## src/rtl/srt4_pkg.sv

```systemverilog
// srt4_pkg: shared types and constants for the radix-4 SRT divider controller.
//   state_t     - sequencer states
//   C_*         - bit index of each control strobe in c[15:0]
//   digit_t     - quotient digit chosen in QSEL
//   QSEL_T_*    - p_top thresholds (signed) that separate the digit bands
//   qsel_strobes / add_strobes - strobe words emitted for a digit in QSEL / ADD
package srt4_pkg;

  typedef enum logic [3:0] {
    IDLE, INIT, LOADB, NORM, QSEL, ADD, CORR, CONV, DENORM, DONE
  } state_t;

  localparam int C_INIT   = 0;   // P cleared, A loaded with dividend
  localparam int C_LOADB  = 1;   // load B
  localparam int C_NORM   = 2;   // shift P:A and B left 1
  localparam int C_SHIFT2 = 3;   // shift P:A left 2
  localparam int C_QP1    = 4;
  localparam int C_QM1    = 5;
  localparam int C_QM2    = 6;
  localparam int C_QP2    = 7;
  localparam int C_LOADP  = 8;   // load P from adder
  localparam int C_SUB    = 9;   // adder subtracts
  localparam int C_TWOB   = 10;  // adder uses 2B
  localparam int C_CORR   = 11;  // correction add B
  localparam int C_QDEC   = 12;  // quotient decrement
  localparam int C_CONV   = 13;  // A <= A - A'
  localparam int C_DENORM = 14;  // shift P right 1
  localparam int C_END    = 15;

  typedef enum logic [2:0] {QP2, QP1, Q0, QM1, QM2} digit_t;

  localparam int QSEL_T_P2 = 4;
  localparam int QSEL_T_P1 = 1;
  localparam int QSEL_T_Z  = -1;
  localparam int QSEL_T_M1 = -4;

  function automatic logic [15:0] qsel_strobes(digit_t d);
    logic [15:0] s;
    s = '0;
    s[C_SHIFT2] = 1'b1;
    case (d)
      QP2:     s[C_QP2] = 1'b1;
      QP1:     s[C_QP1] = 1'b1;
      QM1:     s[C_QM1] = 1'b1;
      QM2:     s[C_QM2] = 1'b1;
      default: ;
    endcase
    return s;
  endfunction

  // Positive digits subtract a multiple of B, negative digits add it.
  function automatic logic [15:0] add_strobes(digit_t d);
    logic [15:0] s;
    s = '0;
    case (d)
      QP2: begin s[C_LOADP] = 1'b1; s[C_SUB] = 1'b1; s[C_TWOB] = 1'b1; end
      QP1: begin s[C_LOADP] = 1'b1; s[C_SUB] = 1'b1; end
      QM1: s[C_LOADP] = 1'b1;
      QM2: begin s[C_LOADP] = 1'b1; s[C_TWOB] = 1'b1; end
      default: ;
    endcase
    return s;
  endfunction

endpackage

```

## src/rtl/srt4_qsel.sv

```systemverilog
// srt4_qsel: combinational quotient-digit selection from the top bits of P.
//   p_top [3:0]  in   top 4 bits of P, two's complement
//   digit [2:0]  out  selected digit, encoded as srt4_pkg::digit_t
module srt4_qsel
  import srt4_pkg::*;
(
  input  logic [3:0] p_top,
  output logic [2:0] digit
);

  int pt;
  assign pt = int'($signed(p_top));

  always_comb begin
    digit = QM2;
    if (pt >= QSEL_T_P2)      digit = QP2;
    else if (pt >= QSEL_T_P1) digit = QP1;
    else if (pt >= QSEL_T_Z)  digit = Q0;
    else if (pt >= QSEL_T_M1) digit = QM1;
  end

endmodule

```

## src/rtl/srt4_ctrl_unit.sv

```systemverilog
// srt4_ctrl_unit: control sequencer for the radix-4 SRT divider datapath.
//   clk, rst       in   clock (rising edge), async active-high reset
//   start          in   begin a division (only looked at in IDLE)
//   b_msb          in   B[WIDTH-1]; 1 = B normalised
//   p_top [3:0]    in   top bits of P, two's complement
//   p_sign         in   sign of the partial remainder
//   c [15:0]       out  control strobes, all registered
//   busy           out  division in progress
//   done           out  one-cycle pulse with c[15]
//   div_zero       out  B never normalised; held until the next start
//
// All outputs are registered from the current state, so each strobe appears
// in the cycle after the state that produced it. The datapath uses the strobes
// as register clocks, so its response is settled before the next FSM sample.
//
//   state  | meaning
//   IDLE   | wait for start
//   INIT   | c0, clear shift and iteration counters
//   LOADB  | c1
//   NORM   | c2 per left shift of B until b_msb, or give up (div_zero)
//   QSEL   | c3 + digit strobe from p_top, latch digit
//   ADD    | adder strobes for latched digit, count iteration
//   CORR   | negative remainder: c11|c8|c12
//   CONV   | c13, then undo normalisation if any
//   DENORM | c14 once per normalisation shift
//   DONE   | c15 + done
module srt4_ctrl_unit
  import srt4_pkg::*;
#(
  parameter int WIDTH = 8,
  parameter int ITERS = 4,
  parameter int CNTW  = 3
) (
  input  logic        clk,
  input  logic        rst,
  input  logic        start,
  input  logic        b_msb,
  input  logic [3:0]  p_top,
  input  logic        p_sign,
  output logic [15:0] c,
  output logic        busy,
  output logic        done,
  output logic        div_zero
);

  localparam int IW = $clog2(ITERS + 1);
  localparam logic [CNTW-1:0] K_MAX = CNTW'(WIDTH - 1);
  localparam logic [CNTW-1:0] K_ONE = CNTW'(1);
  localparam logic [IW-1:0]   I_END = IW'(ITERS);

  state_t          state, state_nxt;
  logic [CNTW-1:0] k, k_nxt;
  logic [IW-1:0]   iter, iter_nxt;
  digit_t          dig_q, dig_nxt;
  logic            dz_flag, dz_flag_nxt;
  logic [15:0]     c_nxt;
  logic            busy_nxt, done_nxt, div_zero_nxt;
  logic [2:0]      qsel_digit;

  srt4_qsel u_qsel (
    .p_top (p_top),
    .digit (qsel_digit)
  );

  always_ff @(posedge clk or posedge rst) begin
    if (rst) begin
      state    <= IDLE;
      k        <= '0;
      iter     <= '0;
      dig_q    <= Q0;
      dz_flag  <= 1'b0;
      c        <= '0;
      busy     <= 1'b0;
      done     <= 1'b0;
      div_zero <= 1'b0;
    end else begin
      state    <= state_nxt;
      k        <= k_nxt;
      iter     <= iter_nxt;
      dig_q    <= dig_nxt;
      dz_flag  <= dz_flag_nxt;
      c        <= c_nxt;
      busy     <= busy_nxt;
      done     <= done_nxt;
      div_zero <= div_zero_nxt;
    end
  end

  always_comb begin
    state_nxt    = state;
    k_nxt        = k;
    iter_nxt     = iter;
    dig_nxt      = dig_q;
    dz_flag_nxt  = dz_flag;
    c_nxt        = '0;
    busy_nxt     = 1'b1;
    done_nxt     = 1'b0;
    div_zero_nxt = div_zero;

    case (state)
      IDLE: begin
        busy_nxt = start;
        if (start) begin
          state_nxt    = INIT;
          div_zero_nxt = 1'b0;
        end
      end
      INIT: begin
        c_nxt[C_INIT] = 1'b1;
        k_nxt         = '0;
        iter_nxt      = '0;
        dz_flag_nxt   = 1'b0;
        state_nxt     = LOADB;
      end
      LOADB: begin
        c_nxt[C_LOADB] = 1'b1;
        state_nxt      = NORM;
      end
      NORM: begin
        if (b_msb) begin
          state_nxt = QSEL;
        end else if (k == K_MAX) begin
          dz_flag_nxt = 1'b1;
          state_nxt   = DONE;
        end else begin
          c_nxt[C_NORM] = 1'b1;
          k_nxt         = k + K_ONE;
        end
      end
      QSEL: begin
        dig_nxt   = digit_t'(qsel_digit);
        c_nxt     = qsel_strobes(digit_t'(qsel_digit));
        state_nxt = ADD;
      end
      ADD: begin
        c_nxt     = add_strobes(dig_q);
        iter_nxt  = iter + 1'b1;
        state_nxt = (iter_nxt < I_END) ? QSEL : CORR;
      end
      CORR: begin
        if (p_sign) begin
          c_nxt[C_CORR]  = 1'b1;
          c_nxt[C_LOADP] = 1'b1;
          c_nxt[C_QDEC]  = 1'b1;
        end
        state_nxt = CONV;
      end
      CONV: begin
        c_nxt[C_CONV] = 1'b1;
        // No normalisation shifts means nothing to undo: skip DENORM.
        state_nxt = (k == '0) ? DONE : DENORM;
      end
      DENORM: begin
        c_nxt[C_DENORM] = 1'b1;
        k_nxt           = k - K_ONE;
        if (k == K_ONE) state_nxt = DONE;
      end
      DONE: begin
        c_nxt[C_END] = 1'b1;
        done_nxt     = 1'b1;
        busy_nxt     = 1'b0;
        div_zero_nxt = dz_flag;
        state_nxt    = IDLE;
      end
      default: begin
        busy_nxt  = 1'b0;
        state_nxt = IDLE;
      end
    endcase
  end

endmodule

```

## config.mk

```make
export PLATFORM = sky130hd
export DESIGN_NAME = srt4_ctrl_unit
export DESIGN_NICKNAME = d
export VERILOG_FILES = /design/src/rtl/srt4_pkg.sv /design/src/rtl/srt4_qsel.sv /design/src/rtl/srt4_ctrl_unit.sv
export SDC_FILE = /design/constraint.sdc
export NUM_CORES = 1
export LEC_CHECK = 0
export ABC_AREA = 1
export CAP_MARGIN = 20
export CORE_ASPECT_RATIO = 1.25
export CORE_MARGIN = 1.5
export CORE_UTILIZATION = 55
export CTS_CLUSTER_SIZE = 28
export DETAILED_ROUTE_END_ITERATION = 8
export HOLD_SLACK_MARGIN = 0.1
export PLACE_DENSITY = 0.88
export SLEW_MARGIN = 20
export SYNTH_ARGS = -nofsm -noshare
export SYNTH_HDL_FRONTEND = slang
export SYNTH_SLANG_ARGS = --single-unit
```

## constraint.sdc

```tcl
create_clock -name clk -period 2 [get_ports clk]
set_input_delay 0.4 -clock clk [delete_from_list [all_inputs] [get_ports clk]]
set_output_delay 0.4 -clock clk [all_outputs]
set_load 0.03 [all_outputs]
```

==> summary.txt, run 1 <==
Status
  – Status: complete, no violations

Logic synthesis
  – Share of the synthesized area in the top cell type: 0.508
  – Area contributors post-synth: dfrtp_1 (51%), nand2_1 (8.1%), inv_1 (6.3%), nand3_1 (5.8%), ha_1 (5.1%)
  – Dominant cell by count in the synthesized netlist: nand2_1
  – Fraction of registers with async set or reset after synthesis: 1.00
  – Post-Syn Area per Cell: just under 9 um^2
  – Top flip-flop cell by instance count after synthesis: dfrtp_1
  – Distinct cell type count of the synthesized netlist: 24
  – Cell area after technology mapping: 0.00148 mm^2
  – Share of the yosys chip area belonging to registers: 0.525
  – Number of flops mapped to enable cells by yosys: 0
  – Total nets after synthesis: around 180
  – Area leader, netlist: dfrtp_1
  – Number of standard cells after synthesis: around 170
  – Flops & latches, synth: 31
  – Synth top cells by count: nand2_1 (32), dfrtp_1 (30), inv_1 (25)
  – Ys Warns: 0

Floorplan
  – I/O pin count: 28
  – DIE WIDTH: slightly below 50 um
  – Area of the core region: 0.00250 mm^2
  – Overall die height: around 61 um
  – Row count: 20
  – Initial standard-cell utilization of the core: 0.591
  – Die area: ~0.003 mm^2

Timing
  – Slew at the pin with the worst max-slew slack: between 0.3 and 0.4 ns
  – Final setup vio count: 0
  – Worst clock skew on the final layout: 0.00419 ns
  – Highest achievable clock rate: between 500 and 600 MHz
  – Crit share post-route: 0.881
  – Accumulated negative setup slack: 0 ns
  – Final period demand of the worst path: between 1.5 and 2 ns
  – Final critical-path setup slack: 0.238 ns
  – Setup repair after global routing missed its margin: false
  – Final Hold Violating Endpoints: 0
  – Headroom to the max-slew limit: 0.743
  – Pins over their slew limit: 0

Place
  – HPWL Detailed: 2260 um
  – Placement-stage worst setup slack: roughly 0.26 ns
  – Placed insts: approximately 230
  – Standard cell area after detailed placement: between 0.0015 and 0.002 mm^2
  – Routability-driven placement congestion ratio: roughly 0.86
  – Number of buffers added on ports: 27

Routing
  – DRC viols: 0
  – 1st-pass router iterations: 4
  – WL per Instance: 12.8 um
  – Detailed-route wire length: around 3000 um
  – Routed via count: around 1,200
  – Via-per-instance ratio: 5.06
  – Number of design-rule violations left by the first detailed-router iteration: 35
  – Number of routed nets with antenna violations: 0

Global route
  – Remaining Overflow, GRT: 0
  – Wire length of the first global-routing pass: ~4900 um
  – Global-route usage over all layers: 0.230
  – Via count of the first global-routing pass: around 1,200
  – Largest net degree at the start of global routing: 32
  – Initial antenna violation count: 0

Clock tree
  – Clock transition at the registers of the reported paths: approximately 0.1 ns
  – Clock Sinks: 31
  – CTS Buf Count: 5
  – PostCTS Resize Cnt: 0
  – Quantity of hold-fixing buffers added after cts: 0
  – Total number of H-tree levels: 2
  – Root buf cell: clkbuf_4
  – Insertion delay to the later sink of the worst-skew pair: 0.34 ns
  – Total setup buffers inserted after CTS: 0
  – Max clock buf depth: 2
  – TritonCTS clock tree: done

Setup path
  – WS Path Type: reg2out
  – CP max-delay cell: clkdlybuf4s50_1
  – Delay of the slowest cell on the worst path: slightly below 0.7 ns
  – CP max FO: 1
  – Cells traversed along the worst timing path: clkdlybuf4s50_1
  – Kind of cell adding the most delay to the critical path: buffers and inverters
  – Arrival time of data at the critical path endpoint: 1.36 ns
  – Buffers & Inverters on Critical Path: 1
  – Worst setup SP type: register
  – Category of the worst setup path capture point: output pin
  – Data required time at the worst endpoint: 1.60 ns

Final layout
  – Area Growth Syn to Fin: 26.4%
  – Final Net Count: 214
  – Number of standard cells in the final layout excluding fillers: around 230
  – N_diodes: 0
  – Summed area of non-filler cells in the final layout: roughly 0.0019 mm^2
  – Fraction of final layout cells sized beyond drive strength 1: 0.150

Power
  – Share of power burned in the clock network: 0.194
  – Maximum vdd drop: 0.965 mV
  – Leak: 0.000982 uW
  – Proportion of power drawn by flip-flops and latches: 0.365
  – Power share of the combinational group: 0.440
  – Internal power: between 1500 and 2000 uW
  – Net Sw Frac: 0.429
  – Power Dens Cells: about 1400 mW/mm^2
  – Net switching power of the design: ~1100 uW
  – Total chip power: about 2700 uW

Flow run
  – Maximum Capacitance Violations: 0

Worst hold path
  – Path type of the worst min-delay path: in2async
-- power by group through the flow --
stage	logic, uW	clock network, uW	registers (uW)
floorplan	747	0	1070
global placement	1120	0	966
detailed placement	1160	0	981
CTS	1170	523	969
global route	1300	552	996
finish	1170	517	970
-- layout by cell type (no fill, tap or decap), drive strengths merged --
cell type,netlist,layout
bufinv,0,1
nand3,18,18
nor4,1,1
nand4,2,2
clkbuf,0,6
xor2,1,1
dfstp,1,1
clkinv,0,1
xnor2,1,1
o21ai,12,12
nor2,22,22
dfrtp,30,30
nand2,37,37
buf,2,1
a21oi,1,1
inv,30,30
clkdlybuf4s50,0,27
a31oi,1,1
ha,6,6
o22ai,1,1
-- cells by family after synthesis --
family	after synthesis	share of synthesized area
buf+inv	32	0.0863
fa+ha+maj	6	0.0508
flops	31	0.525
simple gates	80	0.266
compound gates	15	0.0601
xor+xnor	2	0.0118
-- worst paths after layout --
kind | from | endpoint | slack (ns) | depth (start not counted)
setup / recovery | c[5] | c[5] | 0.24 | 1
min in group clk | dig_q[2] | c[9] | 0.50 | 1
max in group asynchronous | rst | dig_q[1] | 1.26 | 3
setup reg to reg | k[0] | state[0] | 0.54 | 8
hold reg to reg | dig_q[2] | c[9] | 0.50 | 1
hold / removal | rst | state[0] | 0.43 | 3
-- registers in the layout, indices dropped and copies added, names as in the netlist --
name	flops
c	15
state	4
dig_q	3
iter	3
k	3
busy	1
div_zero	1
dz_flag	1
-- area by class of cell --
class,count,area (um^2)
clock inverter,2,35.0
timing repair buffer,28,278
multi-input combinational,103,574
inverter,30,113
clock buffer,6,51.3
tap,33,41.3
sequential,31,777
fill,186,633
-- layer usage --
metal	wire length (um)	GRT usage	vias up
met5	0	0	-
met4	62	0.111	0
met3	140	0.0764	9
met2	1630	0.421	30
met1	1140	0.243	553
li1	-	-	588
-- per-stage QoR --
step | util | hold WS [ns]
finish | 0.747 | 0.425
global route | 0.747 | 0.490
global placement | 0.713 | 0.464
floorplan | - | 0.432
detailed placement | 0.713 | 0.466
CTS | 0.747 | 0.434
No activity file was read; power rests on OpenSTA's default activity.
==> inputs of run 2 (changes only) <==
CORE_ASPECT_RATIO = 0.8   (was 1.25)
PLACE_DENSITY = not set   (was 0.88)
PLACE_DENSITY_LB_ADDON = 0.2   (was not set)
SETUP_SLACK_MARGIN = 0.05   (was not set)
==> summary.txt, run 2 (synthesis results as in run 1) <==
Setup path
  – Arrival time of data at the critical path endpoint: 1.35 ns (about the same)
  – WS Path Type: reg2out
  – Setup slack, reg-to-reg: 0.53 ns (about the same)
  – Worst setup SP type: register
  – Number of cells on the worst reg-to-reg path: 8 (unchanged)
  – Data required time at the worst endpoint: 1.60 ns (about the same)
  – Delay of the slowest cell on the worst path: 0.67 ns (about the same)
  – Startpoint of the lowest-slack register-to-register path: k[0]
  – Kind of cell adding the most delay to the critical path: buffers and inverters
  – CP max FO: 2 (+1)
  – Worst R2R End: state[0]
  – Buffers & Inverters on Critical Path: 1 (unchanged)
  – Category of the worst setup path capture point: output pin
  – Cells traversed along the worst timing path: clkdlybuf4s50_1
  – CP max-delay cell: clkdlybuf4s50_1

Clock tree
  – Max clock buf depth: 2 (unchanged)
  – TritonCTS clock tree: done
  – PostCTS Resize Cnt: 0 (unchanged)
  – Total number of H-tree levels: 2 (unchanged)
  – Quantity of hold-fixing buffers added after cts: 0 (unchanged)
  – Insertion delay to the later sink of the worst-skew pair: 0.33 ns (about the same)
  – Root buf cell: clkbuf_4
  – Clock Sinks: 31 (unchanged)
  – Clock transition at the registers of the reported paths: 0.09 ns (about the same)
  – CTS Buf Count: 5 (unchanged)
  – Total setup buffers inserted after CTS: 0 (unchanged)

Routing
  – Number of design-rule violations left by the first detailed-router iteration: 61 (+74%)
  – DRC viols: 0 (unchanged)
  – Number of routed nets with antenna violations: 0 (unchanged)
  – Routed via count: 1,155 (-2.1%)
  – Via-per-instance ratio: 4.89 (-3.4%)
  – Detailed-route wire length: 2880 um (-3.5%)
  – 1st-pass router iterations: 4 (unchanged)
  – WL per Instance: 12.2 um (-4.7%)

Global route
  – Initial antenna violation count: 0 (unchanged)
  – Largest net degree at the start of global routing: 32 (unchanged)
  – Via count of the first global-routing pass: 1,177 (+1.3%)
  – Global-route usage over all layers: 0.238 (+0.00733)
  – Wire length of the first global-routing pass: 5110 um (+3.3%)
  – Remaining Overflow, GRT: 0 (unchanged)

Floorplan
  – Area of the core region: 0.00250 mm^2 (unchanged)
  – Die area: 0.00301 mm^2 (unchanged)
  – Initial standard-cell utilization of the core: 0.591 (unchanged)
  – DIE WIDTH: 61.0 um (+23%)
  – I/O pin count: 28 (unchanged)
  – Overall die height: 49.4 um (-19%)
  – Row count: 16 (-20%)

Place
  – Placement-stage worst setup slack: 0.390 ns (+0.126 ns)
  – Number of buffers added on ports: 27 (unchanged)
  – Routability-driven placement congestion ratio: 0.853 (-1.3%)
  – Placed insts: 228 (+1.3%)
  – HPWL Detailed: 2230 um (-1.6%)

Power
  – Leak: 0.000963 uW (-1.9%)
  – Power Dens Cells: 1360 mW/mm^2 (-4.4%)
  – Total chip power: 2500 uW (-6.0%)
  – Maximum vdd drop: 0.627 mV (-35%)

Final layout
  – Multi-input gate area: 574 um^2 (unchanged)
  – Fillers: 192 (+3.2%)
  – Fraction of final layout cells sized beyond drive strength 1: 0.140 (-0.0100)
  – N_diodes: 0 (unchanged)
  – Registers with the most flip-flops: c: 15 flops, state: 4 flops
  – Area Growth Syn to Fin: 24.2%
  – Commonest non-fill, non-tap cell in the layout: nand2_1
  – Number of standard cells in the final layout excluding fillers: 236 (+1.3%)
  – Max reg flops: 15 (unchanged)
  – Most frequent cells in the layout: nand2_1 (32), dfrtp_1 (30), clkdlybuf4s50_1 (27)
  – Final Net Count: 214 (unchanged)
  – Register containing the most flip-flops in the final layout: c
  – Register cell area after layout: 777 um^2 (unchanged)

Timing
  – Final critical-path setup slack: 0.247 ns (+0.00852 ns)
  – Pins over their slew limit: 0 (unchanged)
  – Final Hold Violating Endpoints: 0 (unchanged)
  – Worst clock skew on the final layout: 0.00291 ns (-0.00129 ns)
  – Headroom to the max-slew limit: 0.741 (-0.00248)
  – Final period demand of the worst path: 1.75 ns (-0.00852 ns)
  – Hold_ws: 0.443 ns (+0.0179 ns)
  – Accumulated negative setup slack: 0 ns (unchanged)
  – Crit share post-route: 0.877 (-0.00426)
  – Highest achievable clock rate: 570 MHz (+0.49%)
  – Slew at the pin with the worst max-slew slack: 0.389 ns (+0.00775 ns)
  – Final setup vio count: 0 (unchanged)
  – Setup repair after global routing missed its margin: false

Flow run
  – Maximum Capacitance Violations: 0 (unchanged)

Status
  – Status: complete, no violations

Worst hold path
  – Path type of the worst min-delay path: in2async
run 2: layer usage:
| layer | up-vias | GRT usage | wire [um] |
|---|---|---|---|
| met5 | - | 0 | 0 |
| met4 | 0 | 0.0870 | 48 |
| met3 | 6 | 0.0955 | 125 |
| met2 | 23 | 0.362 | 1340 |
| met1 | 541 | 0.302 | 1360 |
| li1 | 585 | - | - |
run 2: area by class of cell:
class	instances	share of cell area
flip-flops and latches	31	0.423
repair buffers	28	0.151
clock buffers	7	0.0245
clock inverters	1	0.00272
inverters	30	0.0613
multi-input cells	103	0.313
well taps	36	0.0245
run 2: power by group:
part           switching, uW  internal (uW)
registers                163            811
logic                    766            409
clock network            210            137
total                   1140           1360
run 2: how the worst max path moves through the flow:
stage	slack, ns	start	cells past startpoint	endpoint
floorplan	0.68	k[0]	8	state[0]
global placement	0.45	p_top[2]	7	dig_q[0]
detailed placement	0.39	p_top[2]	7	dig_q[0]
CTS	0.23	div_zero	1	div_zero
global route	0.16	c[12]	1	c[11]
finish	0.25	div_zero	1	div_zero
run 2: per-stage QoR:
step	utilization	cell area (um^2)
after CTS	0.734	1840
after detailed placement	0.714	1790
after global placement	0.714	1790
final	0.734	1840
after global routing	0.734	1840
after floorplan	-	1480
run 2: worst register-to-register path, stage by stage, from the launching register on:
cell	delay, ns
dfrtp_1	0.43
ha_1	0.22
ha_1	0.23
inv_1	0.07
nand2_1	0.06
nor2_2	0.16
nor2_1	0.08
nand3_1	0.07
nand2_1	0.05
==> inputs of run 3 (changes only) <==
GPL_TIMING_DRIVEN = 0   (was not set)
PLACE_DENSITY = 0.84   (was not set)
PLACE_DENSITY_LB_ADDON = not set   (was 0.2)
==> summary.txt, run 3 (synthesis results as in run 1) <==
Floorplan
  – Overall die height: 49.4 um (unchanged)
  – Area of the core region: 0.00250 mm^2 (unchanged)
  – Row count: 16 (unchanged)
  – DIE WIDTH: 61.0 um (unchanged)
  – Initial standard-cell utilization of the core: 0.591 (unchanged)
  – Die area: 0.00301 mm^2 (unchanged)
  – I/O pin count: 28 (unchanged)

Routing
  – 1st-pass router iterations: 4 (unchanged)
  – DRC viols: 0 (unchanged)
  – Detailed-route wire length: 3140 um (+9.3%)
  – Number of routed nets with antenna violations: 0 (unchanged)
  – WL per Instance: 13.2 um (+8.3%)
  – Number of design-rule violations left by the first detailed-router iteration: 55 (-9.8%)
  – Via-per-instance ratio: 5.06 (+3.5%)
  – Routed via count: 1,205 (+4.3%)

Clock tree
  – Root buf cell: clkbuf_4
  – Total setup buffers inserted after CTS: 0 (unchanged)
  – Quantity of hold-fixing buffers added after cts: 0 (unchanged)
  – Max clock buf depth: 2 (unchanged)
  – Clock transition at the registers of the reported paths: 0.10 ns (about the same)
  – PostCTS Resize Cnt: 0 (unchanged)
  – Clock Sinks: 31 (unchanged)
  – CTS Buf Count: 5 (unchanged)
  – TritonCTS clock tree: done
  – Total number of H-tree levels: 2 (unchanged)
  – Insertion delay to the later sink of the worst-skew pair: 0.34 ns (about the same)

Setup path
  – Cells traversed along the worst timing path: buf_4 > clkdlybuf4s50_1
  – Setup slack, reg-to-reg: 0.56 ns (+0.03 ns)
  – Data required time at the worst endpoint: 1.60 ns (about the same)
  – Buffers & Inverters on Critical Path: 2 (+1)
  – CP max-delay cell: clkdlybuf4s50_1
  – Category of the worst setup path capture point: output pin
  – Kind of cell adding the most delay to the critical path: buffers and inverters
  – CP max FO: 2 (unchanged)
  – Worst setup SP type: register
  – Arrival time of data at the critical path endpoint: 1.47 ns (+0.12 ns)
  – WS Path Type: reg2out
  – Delay of the slowest cell on the worst path: 0.66 ns (about the same)

Timing
  – Slew at the pin with the worst max-slew slack: 0.627 ns (+0.238 ns)
  – Highest achievable clock rate: 534 MHz (-6.4%)
  – Accumulated negative setup slack: 0 ns (unchanged)
  – Crit share post-route: 0.937 (+0.0603)
  – Final setup vio count: 0 (unchanged)
  – Setup repair after global routing missed its margin: false
  – Headroom to the max-slew limit: 0.582 (-0.159)
  – Pins over their slew limit: 0 (unchanged)
  – Worst clock skew on the final layout: 0.0106 ns (+0.00771 ns)
  – Final period demand of the worst path: 1.87 ns (+0.121 ns)
  – Final Hold Violating Endpoints: 0 (unchanged)

Global route
  – Wire length of the first global-routing pass: 5160 um (+0.96%)
  – Global-route usage over all layers: 0.245 (+0.00688)
  – Remaining Overflow, GRT: 0 (unchanged)
  – Via count of the first global-routing pass: 1,142 (-3.0%)
  – Largest net degree at the start of global routing: 18 (-44%)
  – Initial antenna violation count: 0 (unchanged)

Final layout
  – Fraction of final layout cells sized beyond drive strength 1: 0.158 (+0.0184)
  – Registers with the most flip-flops: c: 15 flops, state: 4 flops
  – N_diodes: 0 (unchanged)
  – Area Growth Syn to Fin: 29.0%
  – Commonest non-fill, non-tap cell in the layout: nand2_1
  – Register containing the most flip-flops in the final layout: c
  – Most frequent cells in the layout: nand2_1 (32), dfrtp_1 (30), clkdlybuf4s50_1 (27)
  – Final Net Count: 216 (+0.93%)
  – Max reg flops: 15 (unchanged)
  – Fillers: 167 (-13%)

Power
  – Leak: 0.00100 uW (+3.9%)
  – Power Dens Cells: 1420 mW/mm^2 (+4.3%)
  – Maximum vdd drop: 0.958 mV (+53%)
  – Total chip power: 2710 uW (+8.4%)

Place
  – HPWL Detailed: 2470 um (+11%)
  – Number of buffers added on ports: 27 (unchanged)
  – Routability-driven placement congestion ratio: 0.906 (+6.2%)

Status
  – Status: complete, no violations

Flow run
  – Maximum Capacitance Violations: 0 (unchanged)

Worst hold path
  – Path type of the worst min-delay path: in2async
[run 3: changes by cell type in the layout (fill, tap and decap cells not counted), sizes merged]
cell    before  now
bufinv       0    1
clkbuf       7    6
buf          1    3
[run 3: where the power goes]
group | switching, uW | internal [uW]
sequential | 165 | 811
clock | 208 | 295
combinational | 804 | 423
[run 3: metal layers]
layer | vias to the layer above | GRT usage | wire, um
li1 | 589 | - | -
met3 | 12 | 0.0743 | 168
met5 | - | 0 | 0
met1 | 557 | 0.302 | 1410
met4 | 0 | 0.145 | 96
met2 | 47 | 0.371 | 1470
[run 3: worst register-to-register path: cells and delay by family (launching register included)]
kind                   cells  cell delay, ns
AOI/OAI and AO/OA          1            0.27
buffers and inverters      1            0.07
DFF                        1            0.48
and+or+nand+nor            3            0.55
[run 3: cell type report]
type	count	area, um^2	area share
plain buffers	2	15.0	0.00787
clock buffers	6	51.3	0.0269
clock inverters	2	35.0	0.0184
inverters	30	113	0.0590
multi-input cells	103	574	0.301
flip-flops and latches	31	777	0.407
well taps	36	45.0	0.0236
repair buffers	28	298	0.156
[run 3: worst paths after layout]
kind	to	startpoint	cells after the start
worst max register to register	state[0]	state[1]	5
min in group clk	c[9]	dig_q[2]	1
worst min register to register	c[9]	dig_q[2]	1
worst min-delay path	div_zero	rst	2
max in group asynchronous	dig_q[1]	rst	3
worst max-delay path	c[12]	c[12]	2
[run 3: metrics by stage]
step | hold slack (ns) | utilization | setup slack, ns | cell area [um^2] | std cells
detailed placement | 0.476 | 0.728 | 0.344 | 1820 | 230
global route | 0.501 | 0.763 | 0.0691 | 1910 | 238
global placement | 0.473 | 0.717 | 0.264 | 1790 | 229
floorplan | 0.432 | - | 0.679 | 1480 | 166
finish | 0.437 | 0.763 | 0.126 | 1910 | 238
CTS | 0.447 | 0.763 | 0.102 | 1910 | 238
